$ cat src/rtl/cs_loader.sv
`default_nettype none
// ============================================================================
//  Module      : cs_loader
//  Description : Writable control store. A 2**ADDR_W x DATA_W microword RAM
//                filled from a byte stream (3 bytes per word, LSB first),
//                followed by one XOR checksum byte. The combinational read
//                port returns the NOP word (all zeros) until a load has
//                completed with a good checksum.
//  Revision    : 1.0 - initial release
// ============================================================================
module cs_loader #(
    parameter int ADDR_W = 6,
    parameter int DATA_W = 23
) (
    input  logic              clk,
    input  logic              rst_n,
    input  logic              start,
    input  logic              in_valid,
    input  logic [7:0]        in_data,
    output logic              in_ready,
    input  logic [ADDR_W-1:0] rd_addr,
    output logic [DATA_W-1:0] cs_bits,
    output logic              busy,
    output logic              done,
    output logic              err,
    output logic [ADDR_W:0]   words_loaded
);

    localparam int              DEPTH        = 2 ** ADDR_W;
    localparam logic [ADDR_W:0] C_DEPTH      = (ADDR_W + 1)'(DEPTH);
    localparam logic [ADDR_W:0] C_LAST_WORD  = C_DEPTH - 1'b1;

    typedef enum logic [2:0] {
        ST_IDLE  = 3'd0,
        ST_LOAD  = 3'd1,
        ST_CHECK = 3'd2,
        ST_DONE  = 3'd3,
        ST_ERR   = 3'd4
    } state_t;

    state_t            state_q, state_d;
    logic [1:0]        byte_cnt_q, byte_cnt_d;
    logic [7:0]        byte0_q, byte0_d;
    logic [7:0]        byte1_q, byte1_d;
    logic [7:0]        csum_q, csum_d;
    logic [ADDR_W:0]   words_q, words_d;
    logic              done_q, done_d;
    logic              err_q, err_d;

    logic [DATA_W-1:0] mem_q [DEPTH];

    logic              w_accept;
    logic              w_we;
    logic              w_hi_bad;
    logic [23:0]       w_word24;

    // The loader only listens while a load is in progress.
    assign in_ready = (state_q == ST_LOAD) || (state_q == ST_CHECK);
    assign busy     = in_ready;
    assign w_accept = in_valid && in_ready;

    // Word being completed by the current (third) byte.
    assign w_word24 = {in_data, byte1_q, byte0_q};

    // Any set bit above the microword width marks a malformed stream.
    generate
        if (DATA_W < 24) begin : g_hi_check
            assign w_hi_bad = |w_word24[23:DATA_W];
        end else begin : g_no_hi_check
            assign w_hi_bad = 1'b0;
        end
    endgenerate

    // Next-state and datapath update for the loader FSM.
    always_comb begin
        state_d    = state_q;
        byte_cnt_d = byte_cnt_q;
        byte0_d    = byte0_q;
        byte1_d    = byte1_q;
        csum_d     = csum_q;
        words_d    = words_q;
        done_d     = done_q;
        err_d      = err_q;
        w_we       = 1'b0;

        case (state_q)
            ST_IDLE, ST_DONE, ST_ERR: begin
                if (start) begin
                    state_d    = ST_LOAD;
                    byte_cnt_d = 2'd0;
                    csum_d     = 8'd0;
                    words_d    = '0;
                    done_d     = 1'b0;
                    err_d      = 1'b0;
                end
            end

            ST_LOAD: begin
                if (w_accept) begin
                    csum_d = csum_q ^ in_data;
                    case (byte_cnt_q)
                        2'd0: begin
                            byte0_d    = in_data;
                            byte_cnt_d = 2'd1;
                        end
                        2'd1: begin
                            byte1_d    = in_data;
                            byte_cnt_d = 2'd2;
                        end
                        default: begin
                            byte_cnt_d = 2'd0;
                            if (w_hi_bad) begin
                                state_d = ST_ERR;
                                err_d   = 1'b1;
                            end else begin
                                w_we = 1'b1;
                                if (words_q != C_DEPTH) begin
                                    words_d = words_q + 1'b1;
                                end
                                if (words_q == C_LAST_WORD) begin
                                    state_d = ST_CHECK;
                                end
                            end
                        end
                    endcase
                end
            end

            ST_CHECK: begin
                if (w_accept) begin
                    if (in_data == csum_q) begin
                        state_d = ST_DONE;
                        done_d  = 1'b1;
                    end else begin
                        state_d = ST_ERR;
                        err_d   = 1'b1;
                    end
                end
            end

            default: begin
                state_d = ST_IDLE;
            end
        endcase
    end

    // Loader state registers; reset returns to IDLE immediately.
    always_ff @(posedge clk or negedge rst_n) begin
        if (!rst_n) begin
            state_q    <= ST_IDLE;
            byte_cnt_q <= 2'd0;
            byte0_q    <= 8'd0;
            byte1_q    <= 8'd0;
            csum_q     <= 8'd0;
            words_q    <= '0;
            done_q     <= 1'b0;
            err_q      <= 1'b0;
        end else begin
            state_q    <= state_d;
            byte_cnt_q <= byte_cnt_d;
            byte0_q    <= byte0_d;
            byte1_q    <= byte1_d;
            csum_q     <= csum_d;
            words_q    <= words_d;
            done_q     <= done_d;
            err_q      <= err_d;
        end
    end

    // Microword RAM write; contents survive reset, the read gate hides them.
    always_ff @(posedge clk) begin
        if (w_we) begin
            mem_q[words_q[ADDR_W-1:0]] <= w_word24[DATA_W-1:0];
        end
    end

    // Read port returns NOP unless the last load verified.
    assign cs_bits      = done_q ? mem_q[rd_addr] : '0;
    assign done         = done_q;
    assign err          = err_q;
    assign words_loaded = words_q;

endmodule
`default_nettype wire

$ cat config.mk
export PLATFORM = sky130hd
export DESIGN_NAME = cs_loader
export DESIGN_NICKNAME = d
export VERILOG_FILES = /design/src/rtl/cs_loader.sv
export SDC_FILE = /design/constraint.sdc
export NUM_CORES = 1
export LEC_CHECK = 0
export BUFFER_PORTS_ARGS = -buffer_cell sky130_fd_sc_hd__buf_2
export CORE_MARGIN = 1
export CORE_UTILIZATION = 50
export CTS_CLUSTER_SIZE = 10
export DETAILED_ROUTE_END_ITERATION = 12
export GPL_TIMING_DRIVEN = 1
export MAX_ROUTING_LAYER = met4
export PLACE_DENSITY = 0.64
export SYNTH_ARGS = -nofsm -noshare
export SYNTH_HDL_FRONTEND = slang
export SYNTH_SLANG_ARGS = --single-unit
$ cat constraint.sdc
create_clock -name clk -period 4 [get_ports clk]
set_clock_uncertainty 0.15 [all_clocks]
set_input_delay 0.2 -clock clk [delete_from_list [all_inputs] [get_ports clk]]
set_output_delay 0.2 -clock clk [all_outputs]
set_load 0.01 [all_outputs]
==> summary.txt, run 1 <==
Hold path
  – Hold Path Sink: mem_q[17][20]
  – Hold Crit Start: in_data[4]
  – WHS Path Cells: 2
  – HP Class: primary input to register

Setup path
  – Critical path endpoint category: output pin
  – CP Buf/Inv Count: 1
  – Worst path cell trace: nand2b_1 > a2111oi_0 > a21o_1 > buf_2
  – Reg2reg start: words_loaded[4]
  – Max incr delay on CP: roughly 900 ps
  – Worst Path Arrival: 3410 ps
  – Crit path from: done
  – Required time worst endpoint: around 3700 ps
  – CP Launch Type: register
  – CP max stage cell: a2111oi_0
  – Reg2reg path depth: 6
  – CP max FO: 16
  – Flop-to-flop setup slack: about 540 ps
  – Kind of critical path: register to output pin
  – Largest delay contributor family on the critical path: compound AO/OA/AOI/OAI gates
  – Worst r2r dst: state_q[0]

Floorplan
  – Io pins: 52
  – Initial core utilization: between 50% and 60%
  – Width of the die: 344 um
  – Total Die Area: about 120000 sq um
  – Row cnt: 125
  – Die height: 344 um
  – Core area: roughly 120000 sq um

Finish
  – Nets: approximately 3000
  – Synthesis-to-finish area growth: 13.2%
  – Finished Cell Area: 66400 sq um
  – Filler Cells Inserted: between 8000 and 9000
  – Seq. cell area: around 45000 sq um
  – Multi-input gate area: 12600 sq um
  – Share of cells above drive strength 1: 29.3%
  – Non-filler cells, final: around 4500

Power and ir drop
  – Sw Ratio: between 20% and 30%
  – Sequential share of power: a little under three fifths
  – P_leak: 21.3 nW
  – Combinational fraction of design power: 8.1%
  – Net Switching: roughly 9 mW
  – Power Internal: approximately 28 mW
  – Clk pwr share: 36.8%
  – VDD IR-drop max: around 0.00046 V
  – Pwr dens: 553 nW/um^2

Logic synthesis
  – Asr flop ratio synth: 2.52%
  – Yosys warnings: 0
  – Cell taking the most area after synthesis: edfxtp_1
  – Synth Area in Simple Gates: roughly 2%
  – Post-synth top flop: edfxtp_1
  – Post-synthesis mux area share: around 16%
  – Synth top area share: between 70% and 80%
  – Post-Syn Nets: roughly 2700
  – Synth unique cells: between 50 and 60
  – Part of the Yosys area used for sequential elements: between 70 and 80%
  – XOR/XNOR Fraction of Synth Area: 0.194%
  – FF+latch count, synth: roughly 1500
  – Synth top cells by count: edfxtp_1, mux4_2, mux2i_1
  – Number of synthesized flops with an enable pin: 1472
  – Synth Cell Area: between 50000 and 60000 sq um
  – Compound-Gate Fraction of Synth Area: under 10%
  – Adder-Cell Fraction of Synth Area: 0.0427%
  – Ranking of synthesized cells by area: edfxtp_1, mux4_2, mux2i_1, dfrtp_1, mux4_1
  – Synth Instances: between 2000 and 3000
  – Mean Syn Cell Area: 21.7 sq um
  – Most frequent cell after synthesis: edfxtp_1
  – Largest family of logic cells by synthesized area: multiplexers

Routing
  – Mean routed wirelength per cell: approximately 33 um
  – Initial DRT Pass Iterations: 5
  – Via-to-Cell Ratio: between 6 and 7
  – Detailed-route DRC error count: 0
  – Vias: roughly 29000
  – Post-DRT Antenna Nets: 0
  – Routed WL: 149 mm
  – Drt first-iter violations: roughly 3800

Clock network
  – Post-CTS Resized: 0
  – Hold buffer count at CTS: 15
  – Clk_lat worst skew: a little under 800 ps
  – Sink Count: roughly 1500
  – Bufs on Longest Clock Path: 3
  – Post CTS Setup Buffer Count: 0
  – CTS tree: done
  – H-tree Lvls: 4
  – Root buf cell: clkbuf_16
  – Clock-pin slew on the worst setup and hold paths: ~60 ps
  – Total CTS buffers: 170

Place
  – Port bufs: around 50
  – Placed cells: between 4000 and 5000
  – Final HPWL DP: between 80 and 90 mm
  – DP Area: between 60000 and 70000 sq um
  – Global placer's final weighted congestion: between 0.8 and 0.9
  – Place WS: about 580 ps

Global routing
  – Met2 usage: a little under 40%
  – Initial antenna violation count: 5
  – Vias in the first global route: just under 30000
  – GRT Total Usage: 26.5%
  – First-pass GRT wire length: roughly 210 mm
  – Grt met1 use: between 30% and 40%
  – Total grt overflow: 0
  – GR peak layer: met2
  – Largest net degree at the start of global routing: between 70 and 80
  – Met3 usage in global routing: between 5 and 6%

Timing
  – Fmax: 266 MHz
  – Final min period: ~3800 ps
  – Slew @ Worst Pin: between 1000 and 1500 ps
  – Slew margin rel.: approximately 16%
  – Fin. Hold Viols: 0
  – Setup slack after layout: between 200 and 250 ps
  – Setup violators final: 0
  – Final max-slew violation count: 0
  – Min Hold Slack: 48.1 ps
  – Setup TNS: 0 ps
  – RSZ-0062 raised after global routing: false
  – Period utilisation layout: between 90% and 100%

Status
  – Outcome: completed

Run
  – Max-Cap Viols: 0
## cells in the final DEF (no fill, tap or decap), types with 48 or more instances in the layout
| master | Yosys | final |
|---|---|---|
| edfxtp_1 | 1472 | 1472 |
| mux4_2 | 297 | 297 |
| clkbuf_16 | 0 | 172 |
| buf_4 | 33 | 169 |
| mux2i_1 | 106 | 106 |
| o21ai_0 | 67 | 67 |
| mux2_2 | 67 | 67 |
| o22ai_1 | 65 | 65 |
| nor2_2 | 0 | 64 |
| nand2_1 | 62 | 62 |
| buf_2 | 41 | 48 |
## state kept, by name, summed over array words and instances, names as in the netlist
register,flops
byte0_q,8
byte1_q,8
byte_cnt_q,2
csum_q,8
done,1
err,1
mem_q,1472
state_q,3
words_loaded,7
## area by class of cell
type | count | area share, %
sequential | 1510 | 68.1
tap | 1524 | 2.87
antenna | 1 | 0.00377
inverter | 6 | 0.0339
clock inverter | 18 | 0.347
clock buffer | 188 | 6.58
timing repair buffer | 254 | 3.16
multi-input combinational | 1032 | 18.9
## worst max-delay path by stage
stage,end,slack [ps],depth (start not counted)
final,cs_bits[18],240,4
after global routing,cs_bits[18],270,4
after CTS,cs_bits[18],300,4
after detailed placement,cs_bits[21],580,9
after global placement,cs_bits[21],570,9
after floorplan,mem_q[63][0],930,7
## cell families after synthesis
kind of cell             count (synthesis)
flip-flops                            1510
multiplexers                           503
AO/OA/AOI/OAI                          266
AND/OR/NAND/NOR                        248
buffers and inverters                  155
XOR/XNOR                                13
adder cells (fa/ha/maj)                  2
## stage by stage
stage | util, % | total power [mW]
after global placement | 53.0 | 23.2
after global routing | 57.1 | 37.7
final | 57.1 | 36.7
after detailed placement | 53.0 | 23.5
after floorplan | - | 21.6
after CTS | 57.1 | 36.9
## power by group through the flow
stage	sequential [mW]	clock, mW	combinational, mW
global route	20.3	14.3	3.15
CTS	20.2	13.7	2.96
finish	20.2	13.5	2.98
detailed placement	20.5	0	2.93
floorplan	20.3	0	1.29
global placement	20.4	0	2.80
## layer usage
metal,up-vias,part of all wire [%]
met1,15700,41
met3,224,9.3
met4,0,2.8
met2,1484,47
li1,11900,-
met5,-,0
Note: power is estimated with default switching activity, not from simulation.
==> run 2, diff against run 1 <==
ABC_AREA = 1   (was not set)
clock period = 3.5 ns   (was 4 ns; I/O delays follow)
==> run 2 against run 1 <==
Against the previous run:
- register-to-register slack got worse by 140 ps
- count of clock-buffer cells in the layout rose by 19
- sequential cell count did not move
- synthesized cell count rose by 93%
- critical path depth rose by 8
- sequential power rose by 13%
- routed wire length rose by 14%
- die area rose by 4.5%
- utilization fell by 0.64 points
- non-clock buffer count rose by 17
- first-iteration DRC count rose by 42%
- critical endpoint is now cs_bits[8]
- largest power group unchanged
==> summary.txt, run 2 <==
Global routing
  – First-pass GRT wire length: approximately 250 mm
  – Total grt overflow: 0
  – Vias in the first global route: 39100
  – Largest net degree at the start of global routing: between 100 and 150
  – Initial antenna violation count: 1
  – GRT Total Usage: 28.3%

Logic synthesis
  – Ranking of synthesized cells by area: edfxtp_1, nand2_1, nand3_1, buf_2, dfrtp_1
  – Post-Syn Nets: 5224
  – Synth top area share: between 70% and 80%
  – Synth top cells by count: nand2_1, edfxtp_1, nand3_1
  – FF+latch count, synth: around 1500
  – Part of the Yosys area used for sequential elements: 73.7%
  – Synth Instances: roughly 5200
  – Yosys warnings: 0
  – Asr flop ratio synth: 2.52%
  – Most frequent cell after synthesis: nand2_1
  – Post-synth top flop: edfxtp_1
  – Synth Cell Area: ~61000 sq um
  – Cell taking the most area after synthesis: edfxtp_1
  – Number of synthesized flops with an enable pin: between 1000 and 1500
  – Mean Syn Cell Area: roughly 12 sq um
  – Synth unique cells: 31

Routing
  – Initial DRT Pass Iterations: 6
  – Met2 wire length: 79.2 mm
  – Vias: around 41000
  – Post-DRT Antenna Nets: 0
  – Met1 wire length: approximately 70 mm
  – DR top layer: met4
  – Mean routed wirelength per cell: 24.4 um
  – Drt first-iter violations: between 5000 and 6000
  – Routed WL: roughly 170 mm
  – Detailed-route DRC error count: 0
  – Via-to-Cell Ratio: 5.85
  – Met3 wire length: 16.5 mm

Place
  – DP Area: ~64000 sq um
  – Global placer's final weighted congestion: 0.907
  – Final HPWL DP: roughly 90 mm
  – Port bufs: 51

Clock network
  – Root buf cell: clkbuf_16
  – CTS tree: done
  – Clk_lat worst skew: roughly 770 ps
  – Bufs on Longest Clock Path: 3
  – Clock-pin slew on the worst setup and hold paths: 50 ps
  – H-tree Lvls: 4
  – Post CTS Setup Buffer Count: 0
  – Sink Count: 1510
  – Total CTS buffers: roughly 170

Finish
  – Most frequent cells in the layout: nand2_1, edfxtp_1, nand3_1
  – Ant diodes: 0
  – Synthesis-to-finish area growth: 12.2%
  – Number of flip-flops under the largest register name: around 1500
  – Finished Cell Area: 68700 sq um
  – Nets: around 5300
  – Commonest non-fill, non-tap cell in the layout: nand2_1
  – Share of cells above drive strength 1: around a tenth

Floorplan
  – Io pins: 52
  – Core area: ~120000 sq um
  – Die height: 352 um
  – Width of the die: ~350 um
  – Row cnt: between 100 and 150
  – Total Die Area: around 120000 sq um
  – Initial core utilization: around half

Setup path
  – Crit-path most repeated cell: nand3_1
  – Critical path endpoint category: output pin
  – Max incr delay on CP: approximately 390 ps
  – Worst Path Arrival: roughly 2800 ps
  – Kind of critical path: primary input to output pin
  – CP max stage cell: a21oi_1
  – Largest delay contributor family on the critical path: buffers and inverters
  – Flop-to-flop setup slack: 400 ps
  – CP max FO: between 70 and 80
  – Worst path depth: 12
  – Reg2reg path depth: 10
  – Worst path cell trace: buf_8 > inv_16 > buf_12 > nand2_1 > nand3_1 > nand3_1 > nand2_1 > nand2_1 > nand3_1 > nand3_1 > a21oi_1 > buf_2
  – Required time worst endpoint: ~3200 ps
  – CP Launch Type: primary input
  – CP Buf/Inv Count: 4

Timing
  – RSZ-0062 raised after global routing: false
  – Final min period: about 3100 ps
  – Slew margin rel.: 21.5%
  – Setup violators final: 0
  – Period utilisation layout: between 80% and 90%
  – Slew @ Worst Pin: about 1200 ps
  – Final max-slew violation count: 0
  – Fin. Hold Viols: 0
  – Fmax: 320 MHz
  – Setup TNS: 0 ps

Status
  – Outcome: completed

Power and ir drop
  – Net Switching: between 10 and 15 mW
  – Sw Ratio: between 20% and 30%
  – Sequential share of power: between 50% and 60%
  – Pwr dens: 611 nW/um^2
  – Power Internal: between 30 and 40 mW
  – Combinational fraction of design power: under 10%
  – Clk pwr share: between 30 and 40%
  – VDD IR-drop max: about 0.00055 V
  – P_leak: roughly 25 nW

Hold path
  – WHS Path Cells: 4
  – HP Class: primary input to register

Run
  – Max-Cap Viols: 0
-- run 2: cell types whose count changed after synthesis, moves of 31 or more --
| cell | before | now |
|---|---|---|
| o21ai_0 | 67 | 34 |
| a221oi_1 | 33 | 0 |
| mux2i_1 | 106 | 0 |
| mux4_1 | 33 | 0 |
| nand2_1 | 62 | 1891 |
| mux4_2 | 297 | 0 |
| buf_2 | 41 | 207 |
| o22ai_1 | 65 | 0 |
| buf_1 | 9 | 40 |
| mux2_2 | 67 | 0 |
| nand3_1 | 18 | 1264 |
-- run 2: timing repair --
item                      CTS  global route
resized for setup           0             0
hold buffers               18             0
hold endpoints to repair   93             0
-- run 2: cells by family (layout without fill, tap and decap cells) --
| group | after synthesis | count (layout) | share of synthesized area, % |
|---|---|---|---|
| AO/OA/AOI/OAI | 73 | 73 | 0.635 |
| flip-flops | 1510 | 1510 | 73.7 |
| buffers and inverters | 366 | 522 | 2.93 |
| adder cells (fa/ha/maj) | 2 | 2 | 0.0408 |
| AND/OR/NAND/NOR | 3240 | 3240 | 22.5 |
| XOR/XNOR | 13 | 13 | 0.186 |
-- run 2: worst paths after layout --
check / start / to
max: rd_addr[0] / cs_bits[8]
min: in_data[7] / byte0_q[7]
max reg2reg: state_q[2] / mem_q[30][17]
min reg2reg: byte1_q[5] / byte1_q[5]
max in group asynchronous: rst_n / byte1_q[2]
min in group asynchronous: rst_n / csum_q[1]
-- run 2: metal layers --
layer | vias to the layer above | global-route usage [%]
met2 | 2015 | 42.7
met5 | - | -
met3 | 303 | 5.16
li1 | 18500 | -
met1 | 20100 | 39.0
met4 | 0 | 9.36
-- run 2: through the flow --
step | instances | hold slack (ps) | power (mW) | util (%) | worst slack [ps]
4_1_cts | 6985 | 167 | 42.1 | 56.5 | 441
3_5_place_dp | 6752 | 213 | 26.9 | 52.6 | 472
3_3_place_gp | 6752 | 202 | 26.8 | 52.6 | 479
2_1_floorplan | 5204 | -271 | 24.6 | - | 609
5_1_grt | 6985 | 221 | 43.2 | 56.5 | 220
6_report | 6985 | 199 | 42.0 | 56.5 | 371
-- run 2: power groups by stage --
stage	Combinational, mW	Clock [mW]	Sequential, mW
after floorplan	1.65	0	23.0
after global placement	3.72	0	23.1
after detailed placement	3.82	0	23.1
after CTS	3.88	15.5	22.8
after global routing	4.24	16.2	22.8
final	3.93	15.3	22.8
-- run 2: worst register-to-register path: cells and delay by family, from the launching register on --
| kind | cells | cell delay, ps |
|---|---|---|
| AND/OR/NAND/NOR | 6 | 1740 |
| buffers and inverters | 4 | 500 |
| flip-flops | 1 | 380 |
-- run 2: layout make-up --
class                           instances  area, sq um
Clock inverter                          8         43.8
Inverter                               36          168
Clock buffer                          207         4470
Fill cell                            9957        53000
Timing Repair Buffer                  271         2380
Multi-Input combinational cell       3328        14500
Tap cell                             1625         2030
Sequential cell                      1510        45200
